===== config.mk =====
export PLATFORM = sky130hd
export DESIGN_NAME = piso_serializer_flat
export DESIGN_NICKNAME = d
export VERILOG_FILES = /design/src/rtl/piso_serializer_if.sv /design/src/rtl/piso_serializer.sv /design/src/flat_wrapper.sv
export SDC_FILE = /design/constraint.sdc
export NUM_CORES = 1
export LEC_CHECK = 0
export ABC_AREA = 0
export CORE_AREA = 4 4 53 55
export CTS_CLUSTER_DIAMETER = 60
export DETAILED_ROUTE_END_ITERATION = 6
export DIE_AREA = 0 0 57 59
export PLACE_DENSITY_LB_ADDON = 0.05
export SLEW_MARGIN = 0
export SYNTH_ARGS = -nofsm -noshare
export SYNTH_HDL_FRONTEND = slang
export SYNTH_SLANG_ARGS = --single-unit

===== constraint.sdc =====
create_clock -name clk -period 1.56 [get_ports clk]
set_input_delay 0.312 -clock clk [delete_from_list [all_inputs] [get_ports clk]]
set_output_delay 0.312 -clock clk [all_outputs]
set_load 0.01 [all_outputs]

===== src/rtl/piso_serializer_if.sv =====
// ---------------------------------------------------------------------------
// piso_serializer_if
// Bundles the signals that connect the parallel-to-serial stage to its
// producer and to the downstream serial consumer.
//   in_data  [WIDTH] parallel word offered by the producer
//   in_valid         in_data is valid
//   in_ready         serializer can take a word this cycle
//   shift_en         downstream advance-one-bit enable
//   so               serial data out
//   so_valid         so carries a data bit this cycle
//   busy             a frame is shifting or a word is waiting
//   done             one-cycle pulse after the last bit of a word
// The master modport is the environment (producer and consumer side); the
// slave modport is the serializer itself.
// ---------------------------------------------------------------------------
interface piso_serializer_if #(
    parameter int WIDTH = 8
);
    logic [WIDTH-1:0] in_data;
    logic             in_valid;
    logic             in_ready;
    logic             shift_en;
    logic             so;
    logic             so_valid;
    logic             busy;
    logic             done;

    modport master (
        output in_data,
        output in_valid,
        output shift_en,
        input  in_ready,
        input  so,
        input  so_valid,
        input  busy,
        input  done
    );

    modport slave (
        input  in_data,
        input  in_valid,
        input  shift_en,
        output in_ready,
        output so,
        output so_valid,
        output busy,
        output done
    );
endinterface


===== src/rtl/piso_serializer.sv =====
// ---------------------------------------------------------------------------
// piso_serializer
// Parallel-in/serial-out stage. Words arrive over a valid/ready handshake
// into a one-word holding buffer, are moved into a shift register and leave
// one bit per enabled clock on `so`. If the holding buffer is refilled before
// the last bit of the current word, the next word follows with no gap bit.
//   clk    clock, all state changes on the rising edge
//   reset  asynchronous, active-high reset
//   bus    piso_serializer_if slave modport (handshake, shift enable and
//          serial outputs)
// Parameters:
//   WIDTH       word width in bits (>= 2)
//   LSB_FIRST   1: bit 0 leaves first, 0: bit WIDTH-1 leaves first
//   IDLE_LEVEL  level driven on so when no frame is active
// ---------------------------------------------------------------------------
module piso_serializer #(
    parameter int WIDTH      = 8,
    parameter bit LSB_FIRST  = 1'b1,
    parameter bit IDLE_LEVEL = 1'b0
) (
    input  logic               clk,
    input  logic               reset,
    piso_serializer_if.slave   bus
);

    localparam int CNT_W = (WIDTH > 2) ? $clog2(WIDTH) : 1;
    localparam logic [CNT_W-1:0] CNT_LAST = CNT_W'(WIDTH - 1);

    typedef enum logic [0:0] {
        ST_IDLE  = 1'b0,
        ST_SHIFT = 1'b1
    } state_t;

    state_t             state_r;
    state_t             state_nxt_s;

    logic [WIDTH-1:0]   hold_r;
    logic               hold_valid_r;
    logic [WIDTH-1:0]   shreg_r;
    logic [CNT_W-1:0]   cnt_r;
    logic               done_r;

    logic               accept_s;
    logic               step_s;
    logic               last_s;
    logic               load_s;
    logic               so_s;
    logic               so_valid_s;

    // Handshake and datapath control decodes
    always_comb begin
        accept_s = bus.in_valid && !hold_valid_r;
        step_s   = (state_r == ST_SHIFT) && bus.shift_en;
        last_s   = (cnt_r == CNT_LAST);
        // Load from the holding buffer either to start a frame from IDLE or
        // to chain the next word right behind the last bit of this one.
        // Accept needs the buffer empty and load needs it full, so the two
        // never happen on the same edge.
        load_s   = hold_valid_r &&
                   ((state_r == ST_IDLE) || (step_s && last_s));
    end

    // FSM state register
    always_ff @(posedge clk or posedge reset) begin
        if (reset) begin
            state_r <= ST_IDLE;
        end else begin
            state_r <= state_nxt_s;
        end
    end

    // FSM next-state logic
    always_comb begin
        state_nxt_s = state_r;
        case (state_r)
            ST_IDLE: begin
                if (hold_valid_r) begin
                    state_nxt_s = ST_SHIFT;
                end else begin
                    state_nxt_s = ST_IDLE;
                end
            end
            ST_SHIFT: begin
                if (step_s && last_s && !hold_valid_r) begin
                    state_nxt_s = ST_IDLE;
                end else begin
                    state_nxt_s = ST_SHIFT;
                end
            end
            default: begin
                state_nxt_s = ST_IDLE;
            end
        endcase
    end

    // FSM output logic; only flops feed so/so_valid
    always_comb begin
        so_s       = IDLE_LEVEL;
        so_valid_s = 1'b0;
        case (state_r)
            ST_IDLE: begin
                so_s       = IDLE_LEVEL;
                so_valid_s = 1'b0;
            end
            ST_SHIFT: begin
                if (LSB_FIRST) begin
                    so_s = shreg_r[0];
                end else begin
                    so_s = shreg_r[WIDTH-1];
                end
                so_valid_s = 1'b1;
            end
            default: begin
                so_s       = IDLE_LEVEL;
                so_valid_s = 1'b0;
            end
        endcase
    end

    // Holding buffer: filled on accept, emptied when moved into the shifter
    always_ff @(posedge clk or posedge reset) begin
        if (reset) begin
            hold_r       <= {WIDTH{1'b0}};
            hold_valid_r <= 1'b0;
        end else if (accept_s) begin
            hold_r       <= bus.in_data;
            hold_valid_r <= 1'b1;
        end else if (load_s) begin
            hold_valid_r <= 1'b0;
        end else begin
            hold_valid_r <= hold_valid_r;
        end
    end

    // Shift register and bit counter; frozen whenever shift_en is low
    always_ff @(posedge clk or posedge reset) begin
        if (reset) begin
            shreg_r <= {WIDTH{1'b0}};
            cnt_r   <= {CNT_W{1'b0}};
        end else if (load_s) begin
            shreg_r <= hold_r;
            cnt_r   <= {CNT_W{1'b0}};
        end else if (step_s && !last_s) begin
            // Move the next bit toward the end that drives so
            if (LSB_FIRST) begin
                shreg_r <= {1'b0, shreg_r[WIDTH-1:1]};
            end else begin
                shreg_r <= {shreg_r[WIDTH-2:0], 1'b0};
            end
            cnt_r <= cnt_r + CNT_W'(1);
        end else begin
            shreg_r <= shreg_r;
            cnt_r   <= cnt_r;
        end
    end

    // Frame-complete pulse, raised for the cycle after the last bit's shift
    always_ff @(posedge clk or posedge reset) begin
        if (reset) begin
            done_r <= 1'b0;
        end else begin
            done_r <= step_s && last_s;
        end
    end

    assign bus.in_ready = !hold_valid_r;
    assign bus.so       = so_s;
    assign bus.so_valid = so_valid_s;
    assign bus.busy     = (state_r == ST_SHIFT) || hold_valid_r;
    assign bus.done     = done_r;

endmodule


===== src/flat_wrapper.sv =====
// flat-port wrapper written by rule: the top's interface ports become plain ports
module piso_serializer_flat 
#(
    parameter int WIDTH      = 8,
    parameter bit LSB_FIRST  = 1'b1,
    parameter bit IDLE_LEVEL = 1'b0
)
  (clk, reset, bus_in_data, bus_in_valid, bus_shift_en, bus_in_ready, bus_so, bus_so_valid, bus_busy, bus_done);
  piso_serializer_if #(.WIDTH(WIDTH)) bus_i ();
  input  logic clk;
  input  logic reset;
  input wire logic [$bits(bus_i.in_data)-1:0] bus_in_data;
  input wire logic [$bits(bus_i.in_valid)-1:0] bus_in_valid;
  input wire logic [$bits(bus_i.shift_en)-1:0] bus_shift_en;
  output wire logic [$bits(bus_i.in_ready)-1:0] bus_in_ready;
  output wire logic [$bits(bus_i.so)-1:0] bus_so;
  output wire logic [$bits(bus_i.so_valid)-1:0] bus_so_valid;
  output wire logic [$bits(bus_i.busy)-1:0] bus_busy;
  output wire logic [$bits(bus_i.done)-1:0] bus_done;
  assign bus_i.in_data = bus_in_data;
  assign bus_i.in_valid = bus_in_valid;
  assign bus_i.shift_en = bus_shift_en;
  assign bus_in_ready = bus_i.in_ready;
  assign bus_so = bus_i.so;
  assign bus_so_valid = bus_i.so_valid;
  assign bus_busy = bus_i.busy;
  assign bus_done = bus_i.done;
  piso_serializer #(.WIDTH(WIDTH), .LSB_FIRST(LSB_FIRST), .IDLE_LEVEL(IDLE_LEVEL)) u_core (.clk(clk), .reset(reset), .bus(bus_i));
endmodule

# --- Word level (Yosys, flattened, before mapping) ---
# Index checks and enable logic that the tools add are counted.
totals:
  ff_bits: 22
  output_inout_bits: 5
  word_cells: 32
classes:
  addsub: 1
  eq_ne: 1
  muxes: 11
  bitwise_logic: 1
  n_reduce_logical: 12
ops:
  columns: ["op", "n"]
  rows:
  - ["2-to-1 mux 8 bit", 2]
  - ["logical AND 1 bit", 6]
  - ["2-to-1 mux 3 bit", 2]
  - ["one-hot mux 1 bit (2 select lines)", 3]
  - ["2-to-1 mux 1 bit", 4]
  - ["nonzero test 2 bit", 2]
  - ["adder 3 x 1 -> 3 bit (second input constant)", 1]
  - ["equality test 3 bit (second input constant)", 1]
  - ["logical NOT 1 bit", 2]
  - ["logical OR 1 bit", 2]
  - ["NOT 1 bit", 1]

# --- Depth between registers and ports, before layout ---
# Gate-level depths: netlist of the first run.
logic_depth:
  word_depth: 6
  depth_mapped: 6

# --- Worst setup path before layout of the first run ---
# Ideal clock, no wire load.
synth_path:
  path_kind: "register to register"
  startpoint: "register u_core.cnt_r[0]"
  endpoint: "register u_core.shreg_r[0]"
  setup_ns: 0.145
  t_arrival_ns: 1.310
  required_time_ns: 1.415
  slack_ns: 0.105
  path_stages_with_launch: 7
  n_path_buf: 1
  path_cell_list: "dfrtp_1 -> ha_1 -> ha_1 -> nand2b_1 -> buf_4 -> o22ai_1 -> a222oi_1"
synth_via:
  elab_chain_len: 5
synth_lines:
  columns: ["element", "line_no", "text"]
  rows:
  - ["start, declared", "piso_serializer.sv:40", "logic [CNT_W-1:0] cnt_r;"]
  - ["start signal, assigned", "piso_serializer.sv:139", "cnt_r <= {CNT_W{1'b0}};"]
  - ["start signal, assigned", "piso_serializer.sv:142", "cnt_r <= {CNT_W{1'b0}};"]
  - ["start signal, assigned", "piso_serializer.sv:150", "cnt_r <= cnt_r + CNT_W'(1);"]
  - ["equality test 3 bit *", "piso_serializer.sv:54", "last_s = (cnt_r == CNT_LAST);"]
  - ["logical AND 1 bit", "piso_serializer.sv:60", "((state_r == ST_IDLE) || (step_s && last_s));"]
  - ["logical OR 1 bit", "piso_serializer.sv:60", null]
  - ["logical AND 1 bit", "piso_serializer.sv:59", "load_s = hold_valid_r &&"]
  - ["2-to-1 mux 8 bit or nonzero test 2 bit (tied branches)", null, null]
  - ["end signal, assigned", "piso_serializer.sv:138", "shreg_r <= {WIDTH{1'b0}};"]
  - ["end signal, assigned", "piso_serializer.sv:141", "shreg_r <= hold_r;"]
  - ["end signal, assigned", "piso_serializer.sv:146", "shreg_r <= {1'b0, shreg_r[WIDTH-1:1]};"]
  - ["end, declared", "piso_serializer.sv:39", "logic [WIDTH-1:0] shreg_r;"]
# Mark *: on every way between the ends. The rest lies on a longest branch, timed or not.
# A chain may end at the register's enable or synchronous reset.

# --- Worst setup path in the final report of the first run ---
layout_path:
  startpoint: "register u_core.done_r (netlist: u_core.bus.done)"
  endpoint: "output bus_done"
layout_rtl:
  columns: ["element", "line_no", "text"]
  rows:
  - ["start, declared", "piso_serializer.sv:41", "logic done_r;"]
  - ["start signal, assigned", "piso_serializer.sv:162", "done_r <= step_s && last_s;"]
  - ["end, declared", "flat_wrapper.sv:19", "output wire logic [$bits(bus_i.done)-1:0] bus_done;"]
# No word-level cell between the ends.

==> out/qor.yml, run 1 <==
worstPathCellList: "clkdlybuf4s50_1"
synthTopCellsByArea: "dfrtp_1 (53%), a222oi_1 (6.7%), inv_1 (6.1%)"
slowest_delay_ns: 0.52
path_clk_slew_ns: 0.13
synthFlopType: "dfrtp_1"
cts_tree: "built"
yosysWarnings: 0
drt-initial-drc-count: 27
fin_crit_sh_pct: 95.4
ys_seq_area_share_pct: 53.0
r2r_start: "u_core.cnt_r[1]"
max-slew-margin-rel_pct: 76.1
clock-sinks: 22
post-dp-hpwl_mm: 1.63
p_int_mw: 1.36
setup_viol: 0
setup.worst_path.class: "reg -> out"
crit_slowest_cell: "clkdlybuf4s50_1"
skew_ns: 0.00860
drv_slew: 0
rsz0062_at_grt: "true"
grt_pass1_vias: 866
postSynthAreaPerCell_sq_um: 10.6
crit_buf_inv: 1
synth_top_area_share_pct: 53.0
fill_cells: 230
num_antenna_cells: 0
timing.fmax_mhz: 672
syn_inst: 98
ir_worst_vdd_mv: 0.835
p_switching_mw: 0.651
num_rows: 18
critPathTopFamily: "buffers and inverters"
fin_cells: 160
hold_viol: 0
async_flop_share_pct: 100
portBuffers: 16
antenna_found_initial: 0
die_height_microns: 59
p_seq_share_pct: 46.6
synth.distinct_cells: 27
swShare_pct: 32.4
start_kind: "flop"
via_count: 831
dpl.cell_count: 153
drc: 0
grt_pass1_wl_mm: 3.76
cp.arrival_ns: 1.18
power_density_nw_per_um2: 1440
syn2layout_area_growth_pct: 34.2
place_congestion: 0.779
total_power_mw: 2.01
synth_edf_count: 0
cp_max_fo: 1
worst_slew_pin_slew_ns: 0.357
wl_per_cell_microns: 13.7
critPathRequiredTime_ns: 1.25
root_buffer: "clkbuf_4"
drive_gt1_share_pct: 26.2
ys_ff_latch: 22
final_net_count: 145
yosys.area.top_type: "dfrtp_1"
p_comb_share_pct: 37.6
status: "finished, final reports clean"
post-route-util_pct: 58.4
syn_nets: 112
yosysMostFrequentCell: "dfrtp_1"
syn_area_sq_um: 1040
crit_start: "u_core.bus.done"
cts_buffers: 3
dieWidth_microns: 57
cap_violations: 0
grt-ovfl-total: 0
ys_top_cells_by_count: "dfrtp_1 (22), inv_1 (17)"
grt_max_degree: 23
num_io_pins: 17
dieArea_sq_um: 3360
ant_nets: 0
core_sq_um: 2390
initial_utilization_pct: 43.5
p_leak_nw: 0.661
first_pass_iters: 4
fin_crit_ns: 1.49
clockPowerShare_pct: 15.8
htree_num_levels: 1
grt_usage_pct: 14.6
hold_class: "in -> async"
drt_wl_total_mm: 2.19
clockBufferDepth: 2
viasPerCell: 5.19
crit_path_end_kind: "output port"
clk_latency_ns: 0.31
==> path summary, 6_finish.rpt <==
kind / to / slack (ns) / cells past startpoint
setup / recovery: bus_done / 0.07 / 1
hold / removal: u_core.hold_r[0] / 0.31 / 3
setup reg to reg: u_core.shreg_r[2] / 0.09 / 5
hold reg to reg: u_core.hold_r[7] / 0.54 / 1
max in group asynchronous: u_core.hold_r[3] / 1.02 / 3
min in group clk: u_core.hold_r[7] / 0.54 / 1
==> per-stage QoR <==
| step | hold slack (ns) | instance area (sq um) | setup WS, ns | setup TNS, ns |
|---|---|---|---|---|
| 2_1_floorplan | 0.301 | 1040 | 0.105 | 0 |
| 6_report | 0.313 | 1390 | 0.0711 | 0 |
| 5_1_grt | 0.351 | 1390 | -0.0371 | -0.0571 |
| 3_3_place_gp | 0.516 | 1310 | -0.0291 | -0.196 |
| 4_1_cts | 0.324 | 1370 | 0.0240 | 0 |
| 3_5_place_dp | 0.524 | 1310 | -0.129 | -0.737 |
==> cell families after synthesis <==
logic type | Yosys count | synth area share, %
AO/OA/AOI/OAI | 32 | 23.9
adder cells (fa/ha/maj) | 2 | 2.41
buffers and inverters | 24 | 10.6
flip-flops | 22 | 53.0
multiplexers | 2 | 2.05
AND/OR/NAND/NOR | 16 | 8.07
==> registers in the layout (all words and copies together) (netlist names) <==
| signal | flops |
|---|---|
| u_core.hold_r | 8 |
| u_core.shreg_r | 8 |
| u_core.cnt_r | 3 |
| u_core.bus.done | 1 |
| u_core.hold_valid_r | 1 |
| u_core.state_r | 1 |
==> metal layers <==
metal	up-vias	share of wire, %	GRT usage (%)
met3	4	3.7	3.27
met5	-	0	0
met2	15	48	24.5
met4	0	1.6	6.95
li1	411	-	-
met1	401	47	17.9
==> timing repair <==
item / CTS / global route
resized for setup: 11 / 5
hold buffers: 0 / 0
pin swaps: 1 / 2
setup endpoints to repair: 11 / 8
setup buffers: 2 / 2
==> power by group through the flow <==
stage,combinational [mW],sequential [mW],clock (mW)
2_1_floorplan,0.455,0.914,0
6_report,0.756,0.937,0.317
3_5_place_dp,0.709,0.936,0
4_1_cts,0.725,0.929,0.326
5_1_grt,0.863,0.962,0.349
3_3_place_gp,0.680,0.928,0
==> final cells by class <==
type	instances	area (sq um)	share of cell area [%]
tap	30	37.5	2.69
sequential	22	551	39.5
clock buffer	4	36.3	2.60
multi-input combinational	52	415	29.8
inverter	18	67.6	4.85
timing repair buffer	34	287	20.6
==> layout by cell type (no fill, tap or decap) <==
cell type / n
nor2_4: 1
nor2b_1: 1
a21oi_2: 1
and2b_1: 1
inv_1: 17
inv_2: 1
ha_4: 2
a21o_1: 1
mux2_2: 1
nand2b_1: 1
mux2i_1: 1
o21ai_0: 7
nand2_1: 7
dlygate4sd2_1: 2
a222oi_1: 7
buf_4: 17
and3_1: 1
o22ai_1: 7
clkdlybuf4s50_1: 12
a21oi_1: 1
clkbuf_4: 3
nand2b_4: 1
buf_6: 1
and2_1: 1
a21boi_4: 1
buf_2: 1
clkbuf_2: 1
clkbuf_8: 1
a211oi_1: 2
dfrtp_1: 22
a22o_1: 5
or2_2: 2
No activity file was read; power rests on OpenSTA's default activity.
==> inputs of run 2 (changes only) <==
--- a/config.mk
+++ b/config.mk
@@ -6,10 +6,10 @@
 export NUM_CORES = 1
 export LEC_CHECK = 0
 export ABC_AREA = 0
-export CORE_AREA = 4 4 53 55
+export CORE_AREA = 2 2 51 53
 export CTS_CLUSTER_DIAMETER = 60
 export DETAILED_ROUTE_END_ITERATION = 6
-export DIE_AREA = 0 0 57 59
+export DIE_AREA = 0 0 53 55
 export PLACE_DENSITY_LB_ADDON = 0.05
 export SLEW_MARGIN = 0
 export SYNTH_ARGS = -nofsm -noshare
==> out/qor.yml, run 2 (synthesized netlist as in run 1, its figures left out) <==
htree_num_levels: 1  # unchanged
setup_viol: 0  # unchanged
fill_cells: 216  # -6.1%
post-route-util_pct: 57.6  # -0.77 points
hold_viol: 0  # unchanged
wl_per_cell_microns: 13.8  # +0.87%
layout_commonest_cell: "dfrtp_1"
met3_length_microns: 96  # +19%
grt_usage_pct: 17.1  # +2.5 points
viasPerCell: 5.23  # +0.71%
drt_wl_total_mm: 2.15  # -1.6%
crit_slowest_cell: "dfrtp_1"
total_power_mw: 1.94  # -3.3%
timing.fmax_mhz: 663  # -1.2%
grt_pass1_vias: 828  # -4.4%
fin_crit_sh_pct: 96.6  # +1.2 points
drv_slew: 0  # unchanged
place_congestion: 0.721  # -7.4%
crit_path_end_kind: "output port"
root_buffer: "clkbuf_4"
fin_crit_ns: 1.51  # +0.0185 ns
holdWs_ns: 0.331  # +0.0185 ns
crit_buf_inv: 3  # +2
hold_buffers: 0  # unchanged
power_density_nw_per_um2: 1430  # -1.1%
design_area_sq_um: 1360  # -2.2%
fin_cells: 156  # -2.5%
skew_ns: 0.00571  # -0.00289 ns
syn2layout_area_growth_pct: 31.2
status: "finished, final reports clean"
worst_slew_pin_slew_ns: 0.350  # -0.00716 ns
cp.arrival_ns: 1.20  # +0.02 ns
rsz0062_at_grt: "false"
cap_violations: 0  # unchanged
cts_tree: "built"
num_rows: 18  # unchanged
drc: 0  # unchanged
path_clk_slew_ns: 0.12  # about the same
ir_worst_vdd_mv: 0.776  # -7.1%
hold_class: "in -> async"
dieArea_sq_um: 2920  # -13%
worstPathCellList: "buf_6 -> buf_4 -> and2_1 -> buf_2"
drt-initial-drc-count: 30  # +11%
cp_max_fo: 3  # +2
post-dp-hpwl_mm: 1.53  # -6.4%
num_antenna_cells: 0  # unchanged
cts_buffers: 3  # unchanged
initial_utilization_pct: 43.9  # +0.41 points
ant_nets: 0  # unchanged
final_cell_mix: "dfrtp_1 (22), inv_1 (17), clkdlybuf4s50_1 (12), buf_4 (12)"
highest_layer: "met4"
drive_gt1_share_pct: 24.6  # -1.6 points
critPathTopFamily: "flip-flops"
max-slew-margin-rel_pct: 76.6  # +0.48 points
dieWidth_microns: 53  # -7.0%
reg_top3: "u_core.hold_r (8), u_core.shreg_r (8), u_core.cnt_r (3)"
clk_latency_ns: 0.30  # about the same
place_ws_ns: -0.205  # -0.0755 ns
fin_ws_ns: 0.0527  # -0.0185 ns
met1_length_microns: 983  # -4.1%
grt_pass1_wl_mm: 3.62  # -3.9%
first_pass_iters: 4  # unchanged
clockBufferDepth: 2  # unchanged
antenna_found_initial: 0  # unchanged
start_kind: "flop"
core_sq_um: 2360  # -0.94%
final_net_count: 141  # -2.8%
portBuffers: 16  # unchanged
clock-sinks: 22  # unchanged
fin_setup_tns_ns: 0  # unchanged
via_count: 816  # -1.8%
grt-ovfl-total: 0  # unchanged
wl_met2_mm: 1.05  # +0.96%
grt_max_degree: 23  # unchanged
slowest_delay_ns: 0.40  # -0.12 ns
num_io_pins: 17  # unchanged
die_height_microns: 55  # -6.8%
critPathRequiredTime_ns: 1.25  # about the same
place_area_sq_um: 1270  # -2.9%
p_leak_nw: 0.645  # -2.4%
setup.worst_path.class: "reg -> out"
dpl.cell_count: 148  # -3.3%
run 2: cell type report:
class | count | area, sq um | area share, %
clock buffers | 4 | 36.3 | 2.66
well taps | 30 | 37.5 | 2.75
repair buffers | 30 | 263 | 19.3
multi-input cells | 52 | 408 | 29.9
inverters | 18 | 67.6 | 4.96
flip-flops and latches | 22 | 551 | 40.4
run 2: path summary, 6_finish.rpt:
kind	from	end	slack [ns]	depth (start not counted)
min in group clk	u_core.hold_r[7]	u_core.hold_r[7]	0.53	1
setup reg to reg	u_core.cnt_r[0]	u_core.shreg_r[1]	0.09	5
setup / recovery	u_core.state_r	bus_so	0.05	4
max in group asynchronous	reset	u_core.state_r	1.01	3
hold reg to reg	u_core.hold_r[7]	u_core.hold_r[7]	0.53	1
hold / removal	reset	u_core.hold_r[3]	0.33	3
run 2: worst min-delay path: cells and delay by family:
family | cells | cell delay [ns]
buffers and inverters | 3 | 0.72
run 2: where the power goes:
group / leakage, nW / total (mW) / internal, mW / switching [mW]
clock: 0.0210 / 0.313 / 0.142 / 0.171
combinational: 0.368 / 0.703 / 0.376 / 0.327
sequential: 0.257 / 0.928 / 0.797 / 0.130
run 2: what timing repair did:
| item | CTS | global route |
|---|---|---|
| setup endpoints to repair | 12 | 10 |
| buffers inserted | 4 | 0 |
| pin swaps | 1 | 3 |
| hold endpoints to repair | 0 | 0 |
| gates resized for setup | 13 | 9 |
run 2: metal layers:
metal | vias to the layer above | GRT usage (%)
li1 | 401 | -
met1 | 395 | 21.9
met2 | 18 | 28.7
met3 | 2 | 2.69
met4 | 0 | 7.26
met5 | - | 0
==> inputs of run 3 (changes only) <==
--- a/config.mk
+++ b/config.mk
@@ -6,10 +6,12 @@
 export NUM_CORES = 1
 export LEC_CHECK = 0
 export ABC_AREA = 0
-export CORE_AREA = 2 2 51 53
+export CORE_AREA = 3 3 52 54
 export CTS_CLUSTER_DIAMETER = 60
+export CTS_CLUSTER_SIZE = 24
 export DETAILED_ROUTE_END_ITERATION = 6
-export DIE_AREA = 0 0 53 55
+export DIE_AREA = 0 0 55 57
+export GPL_TIMING_DRIVEN = 0
 export PLACE_DENSITY_LB_ADDON = 0.05
 export SLEW_MARGIN = 0
 export SYNTH_ARGS = -nofsm -noshare
==> out/qor.yml, run 3 (synthesized netlist as in run 1, its figures left out) <==
holdWs_ns: 0.440  # +0.109 ns
htree_num_levels: 1  # unchanged
fill_cells: 190  # -12%
drt_wl_total_mm: 2.39  # +11%
dieArea_sq_um: 3140  # +7.5%
grt_max_degree: 23  # unchanged
busiest_layer: "met2"
grt_pass1_vias: 848  # +2.4%
root_buffer: "clkbuf_4"
final_net_count: 137  # -2.8%
crit_start: "u_core.state_r"
drt-initial-drc-count: 38  # +27%
setup_viol: 1  # +1
r2r-end: "u_core.shreg_r[4]"
viasPerCell: 5.51  # +5.3%
place_congestion: 0.710  # -1.6%
grt-ovfl-total: 0  # unchanged
p_int_mw: 1.34  # +1.9%
fin_crit_ns: 1.60  # +0.0897 ns
post-dp-hpwl_mm: 1.43  # -6.4%
clockBufferDepth: 2  # unchanged
clockPowerShare_pct: 16.3  # +0.2 points
reg_top3: "u_core.hold_r (8), u_core.shreg_r (8), u_core.cnt_r (3)"
clock-sinks: 22  # unchanged
global_route.usage.met1_pct: 23.6  # +1.7 points
multi_input_area_sq_um: 434  # +6.4%
hold_viol: 0  # unchanged
max-slew-margin-rel_pct: 43.9  # -33 points
r2r_start: "u_core.cnt_r[1]"
start_kind: "flop"
timing.fmax_mhz: 626  # -5.6%
grt_use_met2_pct: 26.2  # -2.6 points
seq_area_sq_um: 553  # +0.45%
final_cell_mix: "dfrtp_1 (20), inv_1 (16), clkdlybuf4s50_1 (12)"
p_switching_mw: 0.697  # +11%
via_count: 826  # +1.2%
grt_usage_pct: 17.2  # +0.10 points
clk_latency_ns: 0.32  # +0.02 ns
fin_crit_sh_pct: 102  # +5.8 points
p_seq_share_pct: 47.1  # -0.6 points
core_sq_um: 2250  # -4.7%
die_height_microns: 57  # +3.6%
ir_worst_vdd_mv: 0.943  # +22%
p_comb_share_pct: 36.6  # +0.4 points
num_rows: 17  # -1
dieWidth_microns: 55  # +3.8%
fin_ws_ns: -0.0370  # -0.0897 ns
crit_path_end_kind: "output port"
hold_buffers: 0  # unchanged
cts_tree: "built"
skew_ns: 0.00353  # -0.00218 ns
r2r_cells: 6  # +1
r2r_slack_ns: 0.04  # -0.05 ns
power_density_nw_per_um2: 1480  # +4.0%
drive_gt1_share_pct: 25.4  # +0.81 points
wl_per_cell_microns: 15.9  # +16%
cp_max_fo: 6  # +3
place_ws_ns: -0.290  # -0.0855 ns
setup.worst_path.class: "reg -> out"
portBuffers: 16  # unchanged
ant_nets: 0  # unchanged
first_pass_iters: 5  # +1
drc: 0  # unchanged
layout_commonest_cell: "dfrtp_1"
design_area_sq_um: 1370  # +0.83%
total_power_mw: 2.04  # +4.8%
drv_slew: 0  # unchanged
num_antenna_cells: 0  # unchanged
swShare_pct: 34.2  # +1.9 points
cts_buffers: 3  # unchanged
place_area_sq_um: 1230  # -2.8%
antenna_found_initial: 0  # unchanged
path_clk_slew_ns: 0.13  # about the same
num_io_pins: 17  # unchanged
cap_violations: 0  # unchanged
worst_slew_pin_slew_ns: 0.840  # +0.490 ns
grt_pass1_wl_mm: 3.94  # +9.0%
violations: "setup timing"
syn2layout_area_growth_pct: 32.3
critPathRequiredTime_ns: 1.25  # about the same
hold_class: "in -> async"
rsz0062_at_grt: "true"
grtUsageMet3_pct: 2.61  # -0.077 points
cp.arrival_ns: 1.29  # +0.09 ns
p_leak_nw: 0.636  # -1.4%
status: "finished, violations left"
initial_utilization_pct: 46.1  # +2.1 points
## run 3: cell types whose count changed in the layout (fill, tap and decap cells not counted), moves of 2 or more
cell     previous run  this run
o22ai_2             0         3
buf_4              12         5
o22ai_1             7         4
dfrtp_1            22        20
dfrtp_2             0         2
## run 3: routing by layer
metal  vias to the layer above  wire (microns)
li1                        391               -
met1                       394            1050
met2                        34            1120
met3                         7             160
met4                         0              57
met5                         -               0
## run 3: per-stage QoR
step	utilization [%]	std cells	setup TNS [ns]
after floorplan	-	98	0
after global placement	54.7	142	-1.77
after detailed placement	54.7	142	-1.89
after CTS	58.6	149	-0.106
after global routing	60.9	150	-0.425
final	60.9	150	-0.0370
## run 3: worst max-delay path, cell delays in order (launching register included)
cell       delay, ns
dfrtp_2         0.46
clkbuf_16       0.16
or2_4           0.22
buf_6           0.12
## run 3: power by group through the flow
stage / logic (mW) / clock network, mW / registers [mW]
floorplan: 0.455 / 0 / 0.914
detailed placement: 0.620 / 0 / 0.948
global placement: 0.603 / 0 / 0.945
CTS: 0.634 / 0.331 / 0.939
finish: 0.746 / 0.331 / 0.960
global route: 0.842 / 0.352 / 0.991
## run 3: worst max-delay path by stage
stage / to / depth (start not counted)
after floorplan: u_core.shreg_r[0] / 6
after global placement: bus_so / 4
after detailed placement: bus_busy / 4
after CTS: bus_busy / 4
after global routing: u_core.shreg_r[5] / 6
final: bus_busy / 3
## run 3: timing repair
action                                  in CTS  in global routing
gates resized for setup                     19                 10
endpoints found under the setup margin      14                 11
setup buffers                                3                  2
pin swaps                                    1                  7
endpoints found under the hold margin        0                  0
## run 3: area by class of cell
cell class	count	share of cell area, %
tap	28	2.55
sequential	22	40.3
buffer	5	4.10
multi-input combinational	52	31.6
inverter	18	4.92
timing repair buffer	21	13.9
clock buffer	4	2.64
